### config.mk
export PLATFORM = sky130hd
export DESIGN_NAME = fp32_to_fixed_pipe
export DESIGN_NICKNAME = d
export VERILOG_FILES = /design/src/rtl/fp_pkg.sv /design/src/rtl/fp_shift_round.sv /design/src/rtl/fp32_to_fixed_pipe.sv
export SDC_FILE = /design/constraint.sdc
export NUM_CORES = 1
export LEC_CHECK = 0
export CORE_MARGIN = 1.5
export CORE_UTILIZATION = 55
export CTS_CLUSTER_DIAMETER = 150
export DETAILED_ROUTE_END_ITERATION = 12
export PLACE_DENSITY = 0.75
export SYNTH_ARGS = -nofsm -noshare
export SYNTH_HDL_FRONTEND = slang
export SYNTH_SLANG_ARGS = --single-unit
### constraint.sdc
create_clock -name clk -period 9.9 [get_ports clk]
set_input_delay 1.98 -clock clk [delete_from_list [all_inputs] [get_ports clk]]
set_output_delay 1.98 -clock clk [all_outputs]
set_load 0.005 [all_outputs]
### src/rtl/fp_pkg.sv
// Shared FP32 definitions for float/fixed conversion blocks.
// Holds IEEE-754 single field constants, the input class enum and the
// decoded-stage payload passed from decode to the shift/round stage.
package fp_pkg;

    localparam int unsigned EXP_BIAS = 127;
    localparam int unsigned MANT_W   = 23;
    localparam int unsigned EXP_MAX  = 255;
    localparam int unsigned EXP_W    = 8;
    // Signed shift-amount width; covers e + FRAC_W - 23 for every exponent.
    localparam int unsigned SH_W     = 10;

    typedef enum logic [1:0] {
        FP_ZERO,
        FP_NORM,
        FP_INF,
        FP_NAN
    } fp_class_e;

    // Decoded word: class, sign, shift amount, rounding mode, plus the
    // mantissa and the early overflow indication for the next stage.
    typedef struct packed {
        fp_class_e         cls;
        logic              sign;
        logic [SH_W-1:0]   sh;
        logic              rnd_mode;
        logic              big;
        logic [MANT_W-1:0] mant;
    } fp_stage_t;

    // Classify from raw fields; denormals are treated as zero.
    function automatic fp_class_e fp_classify(input logic [EXP_W-1:0] exp_f,
                                              input logic [MANT_W-1:0] mant);
        fp_class_e c;
        if (exp_f == EXP_W'(EXP_MAX)) begin
            c = (mant != '0) ? FP_NAN : FP_INF;
        end else if (exp_f == '0) begin
            c = FP_ZERO;
        end else begin
            c = FP_NORM;
        end
        return c;
    endfunction

endpackage

### src/rtl/fp_shift_round.sv
// Combinational significand shifter with guard/sticky rounding.
// Ports: mant   - 23-bit mantissa (hidden 1 added here)
//        sh     - signed shift (>=0 left, <0 right)
//        sign   - input sign, applied after rounding
//        rnd_mode - 0 floor, 1 round-half-to-even
//        value  - signed IW-bit result
module fp_shift_round
    import fp_pkg::*;
#(
    parameter int unsigned IW = 24
) (
    input  logic [MANT_W-1:0]     mant,
    input  logic signed [SH_W-1:0] sh,
    input  logic                  sign,
    input  logic                  rnd_mode,
    output logic signed [IW-1:0]  value
);

    localparam int unsigned SIG_W = MANT_W + 1;
    localparam int unsigned EXT_W = 2 * SIG_W;

    logic [SIG_W-1:0] sig;
    logic [SH_W-1:0]  nsh;
    logic [5:0]       rs;
    logic [EXT_W-1:0] ext;
    logic [SIG_W-1:0] q;
    logic             guard;
    logic             sticky;
    logic             inc;
    logic [63:0]      mag;

    always_comb begin
        sig = {1'b1, mant};
        nsh = SH_W'(-sh);
        // Clamp right shifts past the extended word; the result is zero anyway.
        rs  = (nsh >= SH_W'(EXT_W)) ? 6'(EXT_W) : nsh[5:0];
        // Low half of ext receives the discarded bits: [SIG_W-1] is guard.
        ext = {sig, SIG_W'(0)} >> rs;
        q      = ext[EXT_W-1:SIG_W];
        guard  = ext[SIG_W-1];
        // Beyond a full significand shift the hidden 1 is always lost below guard.
        sticky = (nsh > SH_W'(SIG_W)) ? 1'b1 : (|ext[SIG_W-2:0]);
        // Floor on magnitude means round away from zero for negatives.
        inc = rnd_mode ? (guard & (sticky | q[0])) : (sign & (guard | sticky));
        if (sh >= 0) begin
            mag = 64'(sig) << sh[5:0];
        end else begin
            mag = 64'(q) + 64'(inc);
        end
        value = sign ? IW'(-mag) : IW'(mag);
    end

endmodule

### src/rtl/fp32_to_fixed_pipe.sv
// Three-stage FP32 to fixed-point converter with valid/ready handshake.
// out = clamp(round((in + OFFSET) * 2^FRAC_W)).
// Ports: clk, rst_n (async active-low)
//        in_valid/in_ready/in_data/rnd_mode - input word and rounding mode
//        out_valid/out_ready/out_data       - converted value
//        out_ovf/out_unf/out_nan            - upper clamp / lower clamp / NaN
module fp32_to_fixed_pipe
    import fp_pkg::*;
#(
    parameter int unsigned OUT_W      = 16,
    parameter int unsigned FRAC_W     = 5,
    parameter int          OFFSET     = 1024,
    parameter bit          SIGNED_OUT = 1'b0
) (
    input  logic             clk,
    input  logic             rst_n,
    input  logic             in_valid,
    output logic             in_ready,
    input  logic [31:0]      in_data,
    input  logic             rnd_mode,
    output logic             out_valid,
    input  logic             out_ready,
    output logic [OUT_W-1:0] out_data,
    output logic             out_ovf,
    output logic             out_unf,
    output logic             out_nan
);

    localparam int unsigned IW = OUT_W + 8;

    localparam longint OFF_L = longint'(OFFSET) * (longint'(1) <<< FRAC_W);
    localparam longint MAX_L = SIGNED_OUT ? ((longint'(1) <<< (OUT_W - 1)) - 1)
                                          : ((longint'(1) <<< OUT_W) - 1);
    localparam longint MIN_L = SIGNED_OUT ? -(longint'(1) <<< (OUT_W - 1)) : longint'(0);

    localparam logic signed [IW-1:0]   OFF_SC = IW'(OFF_L);
    localparam logic signed [IW-1:0]   MAX_SC = IW'(MAX_L);
    localparam logic signed [IW-1:0]   MIN_SC = IW'(MIN_L);
    localparam logic signed [SH_W-1:0] SH_ADJ = SH_W'(int'(FRAC_W) - int'(MANT_W));
    localparam logic signed [SH_W-1:0] BIG_TH = SH_W'(int'(OUT_W) + 6 - int'(FRAC_W));

    // Handshake chain: each stage loads when empty or when its successor loads.
    logic ld1, ld2, ld3;
    logic v1, v2;

    assign ld3       = !out_valid || out_ready;
    assign ld2       = !v2 || ld3;
    assign ld1       = !v1 || ld2;
    assign in_ready  = ld1;

    // S1 decode.
    fp_stage_t              dec;
    logic signed [SH_W-1:0] e_s;

    always_comb begin
        dec          = '0;
        dec.sign     = in_data[31];
        dec.mant     = in_data[MANT_W-1:0];
        dec.rnd_mode = rnd_mode;
        dec.cls      = fp_classify(in_data[30:23], in_data[MANT_W-1:0]);
        e_s          = $signed({2'b00, in_data[30:23]}) - $signed(SH_W'(EXP_BIAS));
        dec.sh       = e_s + SH_ADJ;
        dec.big      = (e_s >= BIG_TH);
    end

    fp_stage_t s1;

    // S2 shift and round.
    logic signed [IW-1:0] sr_value;

    fp_shift_round #(.IW(IW)) u_shift_round (
        .mant     (s1.mant),
        .sh       ($signed(s1.sh)),
        .sign     (s1.sign),
        .rnd_mode (s1.rnd_mode),
        .value    (sr_value)
    );

    fp_class_e            s2_cls;
    logic                 s2_sign;
    logic                 s2_big;
    logic signed [IW-1:0] s2_val;

    // S3 offset, clamp and special-class bypass.
    logic signed [IW-1:0] sum;
    logic [OUT_W-1:0]     d_data;
    logic                 d_ovf, d_unf, d_nan;
    logic                 sat;

    always_comb begin
        d_data = '0;
        d_ovf  = 1'b0;
        d_unf  = 1'b0;
        d_nan  = 1'b0;
        sum    = s2_val + OFF_SC;
        sat    = (s2_cls == FP_INF) || (s2_cls == FP_NORM && s2_big);
        if (s2_cls == FP_NAN) begin
            d_nan = 1'b1;
        end else if (sat) begin
            if (s2_sign) begin
                d_data = OUT_W'(MIN_SC);
                d_unf  = 1'b1;
            end else begin
                d_data = OUT_W'(MAX_SC);
                d_ovf  = 1'b1;
            end
        end else if (sum > MAX_SC) begin
            d_data = OUT_W'(MAX_SC);
            d_ovf  = 1'b1;
        end else if (sum < MIN_SC) begin
            d_data = OUT_W'(MIN_SC);
            d_unf  = 1'b1;
        end else begin
            d_data = sum[OUT_W-1:0];
        end
    end

    // Stage registers.
    always_ff @(posedge clk or negedge rst_n) begin
        if (!rst_n) begin
            v1        <= 1'b0;
            v2        <= 1'b0;
            out_valid <= 1'b0;
            s1        <= '0;
            s2_cls    <= FP_ZERO;
            s2_sign   <= 1'b0;
            s2_big    <= 1'b0;
            s2_val    <= '0;
            out_data  <= '0;
            out_ovf   <= 1'b0;
            out_unf   <= 1'b0;
            out_nan   <= 1'b0;
        end else begin
            if (ld1) begin
                v1 <= in_valid;
                if (in_valid) begin
                    s1 <= dec;
                end
            end
            if (ld2) begin
                v2 <= v1;
                if (v1) begin
                    s2_cls  <= s1.cls;
                    s2_sign <= s1.sign;
                    s2_big  <= s1.big;
                    s2_val  <= (s1.cls == FP_ZERO) ? '0 : sr_value;
                end
            end
            if (ld3) begin
                out_valid <= v2;
                if (v2) begin
                    out_data <= d_data;
                    out_ovf  <= d_ovf;
                    out_unf  <= d_unf;
                    out_nan  <= d_nan;
                end
            end
        end
    end

endmodule

==> flow_summary.yaml <==
global_route:
  grt_overflow: 0
  antenna_found_initial: 0
  grt_pass1_vias: 9122
  grt_max_degree: 79
  grt_pass1_wl_mm: 51.9
  grt_usage_pct: 37.0
worst_setup_path:
  path_max_fanout: 29
  end_kind: "flip-flop"
  reg2reg_slack_ps: 1250
  r2r-start: "s1[34]$_DFFE_PN0P_"
  critPathRequiredTime_ps: 10150
  path_buf_inv: 2
  critPathKind: "reg -> reg"
  cpLargestDelayFamily: "compound AO/OA/AOI/OAI gates"
  cp.arrival_ps: 8900
  crit_cells: 23
  r2r-end: "s2_val[19]$_DFFE_PN0P_"
  startpoint_type: "flip-flop"
  crit_path_top_delay_cell: "dfrtp_1"
  cpPeakStageDelay_ps: 910
  path_common_cell: "a211o_1"
  ff2ff_path_depth: 23
  path_cells: "clkinv_1 > or3_1 > a211o_1 > nand4_2 > buf_4 > o22ai_1 > o21ai_0 > nand4_1 > or4b_2 > a2111oi_0 > a21bo_2 > a211oi_1 > ha_1 > ha_1 > o21ai_0 > o32ai_2 > and3_1 > a211o_1 > a211oi_1 > nand3_1 > o211ai_1 > a21oi_1 > a211o_1"
power_and_ir_drop:
  p_per_area_nw_per_um2: 203
  leakagePower_nw: 3.90
  vdd_ir_drop_max_uv: 161
place:
  dp_slack_ps: 1580
  place_congestion: 1.01
  post-dp-hpwl_mm: 24.8
  io_buffers: 57
detailed_routing:
  via_per_inst: 7.01
  vias: 10000
  wirelength_mm: 33.2
  drc_errors: 0
  firstDrtPassIters: 6
  drt-initial-drc-count: 1230
  wl_per_cell_microns: 23.2
  postRouteAntennaNets: 0
final_layout:
  fin_nets: 1249
  multi_input_area_sq_um: 6660
  register_area_sq_um: 2200
  nFillCells: 1529
  drive_above_1_share_pct: 11.1
  area_growth_pct: 9.10
  n_antenna_cell: 0
synth:
  synth_compound_area_share_pct: 28.7
  yosys.area.top_type: "dfrtp_1"
  synth_ff_type: "dfrtp_1"
  ys_ff_latch: 88
  synth-simple-area-share_pct: 27.3
  synth_edf_count: 0
  synthMuxAreaShare_pct: 10.4
  synthAdderAreaFrac_pct: 1.33
  syn_nets: 1255
  ys_types: 102
  ys_seq_area_share_pct: 23.5
  synth.area.top_cells: "dfrtp_1, o21ai_0, nand2_1"
  synthCells: 1208
  postSynthAreaPerCell_sq_um: 7.76
  async_reset_ff_share_pct: 100
  synth.cell_area_sq_um: 9370
  yosys.area.top_type_share_pct: 23.5
  synth_xor_area_share_pct: 3.18
  yosys_warnings: 0
  synth_top_family_by_area: "compound AO/OA/AOI/OAI gates"
sta:
  min_period_ps: 8650
  setup_violations: 0
  slew_violations: 0
  timing.hold.ws_ps: 477
  relSlewSlack_pct: 32.7
  final_hold_viol_count: 0
  worst-slew-pin-transition_ps: 1010
  fmax_mhz: 116
  timing.final.crit_share_pct: 87.4
  setup-tns-final_ps: 0
  finClkSkew_ps: 14.4
  rsz0062_at_grt: "false"
  layout_setup_ws_ps: 1250
floorplan:
  io-pin-count: 58
  rows: 47
  die_w_microns: 134
  dieArea_sq_um: 17800
  core_area_sq_um: 16600
  die_y_microns: 134
  start_util_pct: 56.3
hold_path:
  holdPathStages: 2
  whs_endpoint: "out_ovf$_DFFE_PN0P_"
  worstHoldStart: "out_ovf$_DFFE_PN0P_"
  hp-class: "reg -> reg"
clock_tree:
  post_cts_resized: 0
  cts_tree: "done"
  h-tree-depth: 3
  clkTransAtPathRegs_ps: 80
  cts_hold_buffers: 0
  ctsRootBufferMaster: "clkbuf_16"
  post_cts_buffers: 0
  clk_path_buf_depth: 2
  clk_latency_ps: 360
  cts.sinks: 88
  cts_buffers: 9
status:
  status: "finished, final reports clean"
run:
  cap_violations: 0
## logic make-up (layout without fill, tap and decap cells)
family                     after synthesis  count (layout)
xor gates and xnor gates                34              34
and+or+nand+nor                        485             485
adders and majority gates               10              10
AOI/OAI and AO/OA                      396             396
buffers and inverters                  111             110
DFF                                     88              88
muxes                                   84              84
## through the flow
stage,power (mW),std cells,area [sq um],utilization [%]
after detailed placement,1.68,1411,9910,59.6
after CTS,2.04,1427,10200,61.5
after global routing,2.19,1427,10200,61.5
final,2.07,1427,10200,61.5
after global placement,1.66,1411,9910,59.6
after floorplan,1.32,1208,9370,-
## routing by layer
| layer | up-vias | track usage (%) | part of all wire (%) |
|---|---|---|---|
| met2 | 541 | 57.7 | 44 |
| met1 | 4773 | 50.3 | 42 |
| met3 | 121 | 6.54 | 8.2 |
| li1 | 4566 | - | - |
| met5 | - | 0 | 0 |
| met4 | 0 | 16.9 | 5.1 |
## sequential cells by signal, summed over array words and instances (netlist names)
signal     count
out_data      16
s2_sign        1
s2_val        24
s2_cls         2
out_ovf        1
out_nan        1
s1            38
out_valid      1
out_unf        1
v2             1
v1             1
s2_big         1
## worst reg2reg max path, cell delays in order, from the launching register on
cell and delay [ps]:
dfrtp_1 910, clkinv_1 750, or3_1 610, a211o_1 500, nand4_2 170, buf_4 320, o22ai_1 200, o21ai_0 610
nand4_1 150, or4b_2 640, a2111oi_0 580, a21bo_2 220, a211oi_1 60, ha_1 240, ha_1 230, o21ai_0 100
o32ai_2 200, and3_1 310, a211o_1 320, a211oi_1 340, nand3_1 370, o211ai_1 290, a21oi_1 100, a211o_1 280
## cell type report
cell class | instances | share of cell area, %
Multi-Input combinational cell | 1009 | 65.1
Sequential cell | 88 | 21.5
Timing Repair Buffer | 75 | 6.88
Tap cell | 220 | 2.69
Clock buffer | 9 | 2.20
Clock inverter | 7 | 0.856
Inverter | 19 | 0.697
## cells in the final DEF (no fill, tap or decap), types with 13 or more instances in the layout
master             n
dfrtp_1           87
nor3_1            27
o22ai_1           19
nand4_1           16
inv_1             16
o21ai_0          104
clkdlybuf4s50_1   56
buf_4             19
o31ai_1           13
mux2i_1           38
nand3_1           33
nor4_1            24
a211oi_1          21
mux2_2            39
nor2_1           105
and3_1            19
nand2_1          132
a21oi_1           85
xnor2_1           22
nand2b_1          13
or3_1             15
and2_1            14
## how the worst max path moves through the flow
| stage | endpoint | slack (ps) | startpoint |
|---|---|---|---|
| floorplan | s2_val[19]$_DFFE_PN0P_ | 2590 | s1[25]$_DFFE_PN0P_ |
| global placement | s2_val[19]$_DFFE_PN0P_ | 1730 | s1[34]$_DFFE_PN0P_ |
| detailed placement | s2_val[19]$_DFFE_PN0P_ | 1580 | s1[34]$_DFFE_PN0P_ |
| CTS | s2_val[19]$_DFFE_PN0P_ | 1560 | s1[34]$_DFFE_PN0P_ |
| global route | s2_val[23]$_DFFE_PN0P_ | 710 | s1[34]$_DFFE_PN0P_ |
| finish | s2_val[19]$_DFFE_PN0P_ | 1250 | s1[34]$_DFFE_PN0P_ |
## power by group
group	switching (mW)	leakage, nW	internal [mW]
sequential	0.121	1.08	0.456
clock	0.160	0.148	0.202
combinational	0.693	2.67	0.441
## synthesized netlist by cell type, drive strengths merged (15+ instances only)
cell      n
buf      37
o22ai    19
mux2i    38
nor4     26
and2     15
or3      16
nand2   132
nand4    18
mux2     39
and3     19
dfrtp    88
a21oi    85
clkbuf   55
nand3    34
o21ai   116
inv      16
xnor2    22
nor2    105
nor3     31
a211oi   24
or2      15
(Power assumes the default switching activity.)
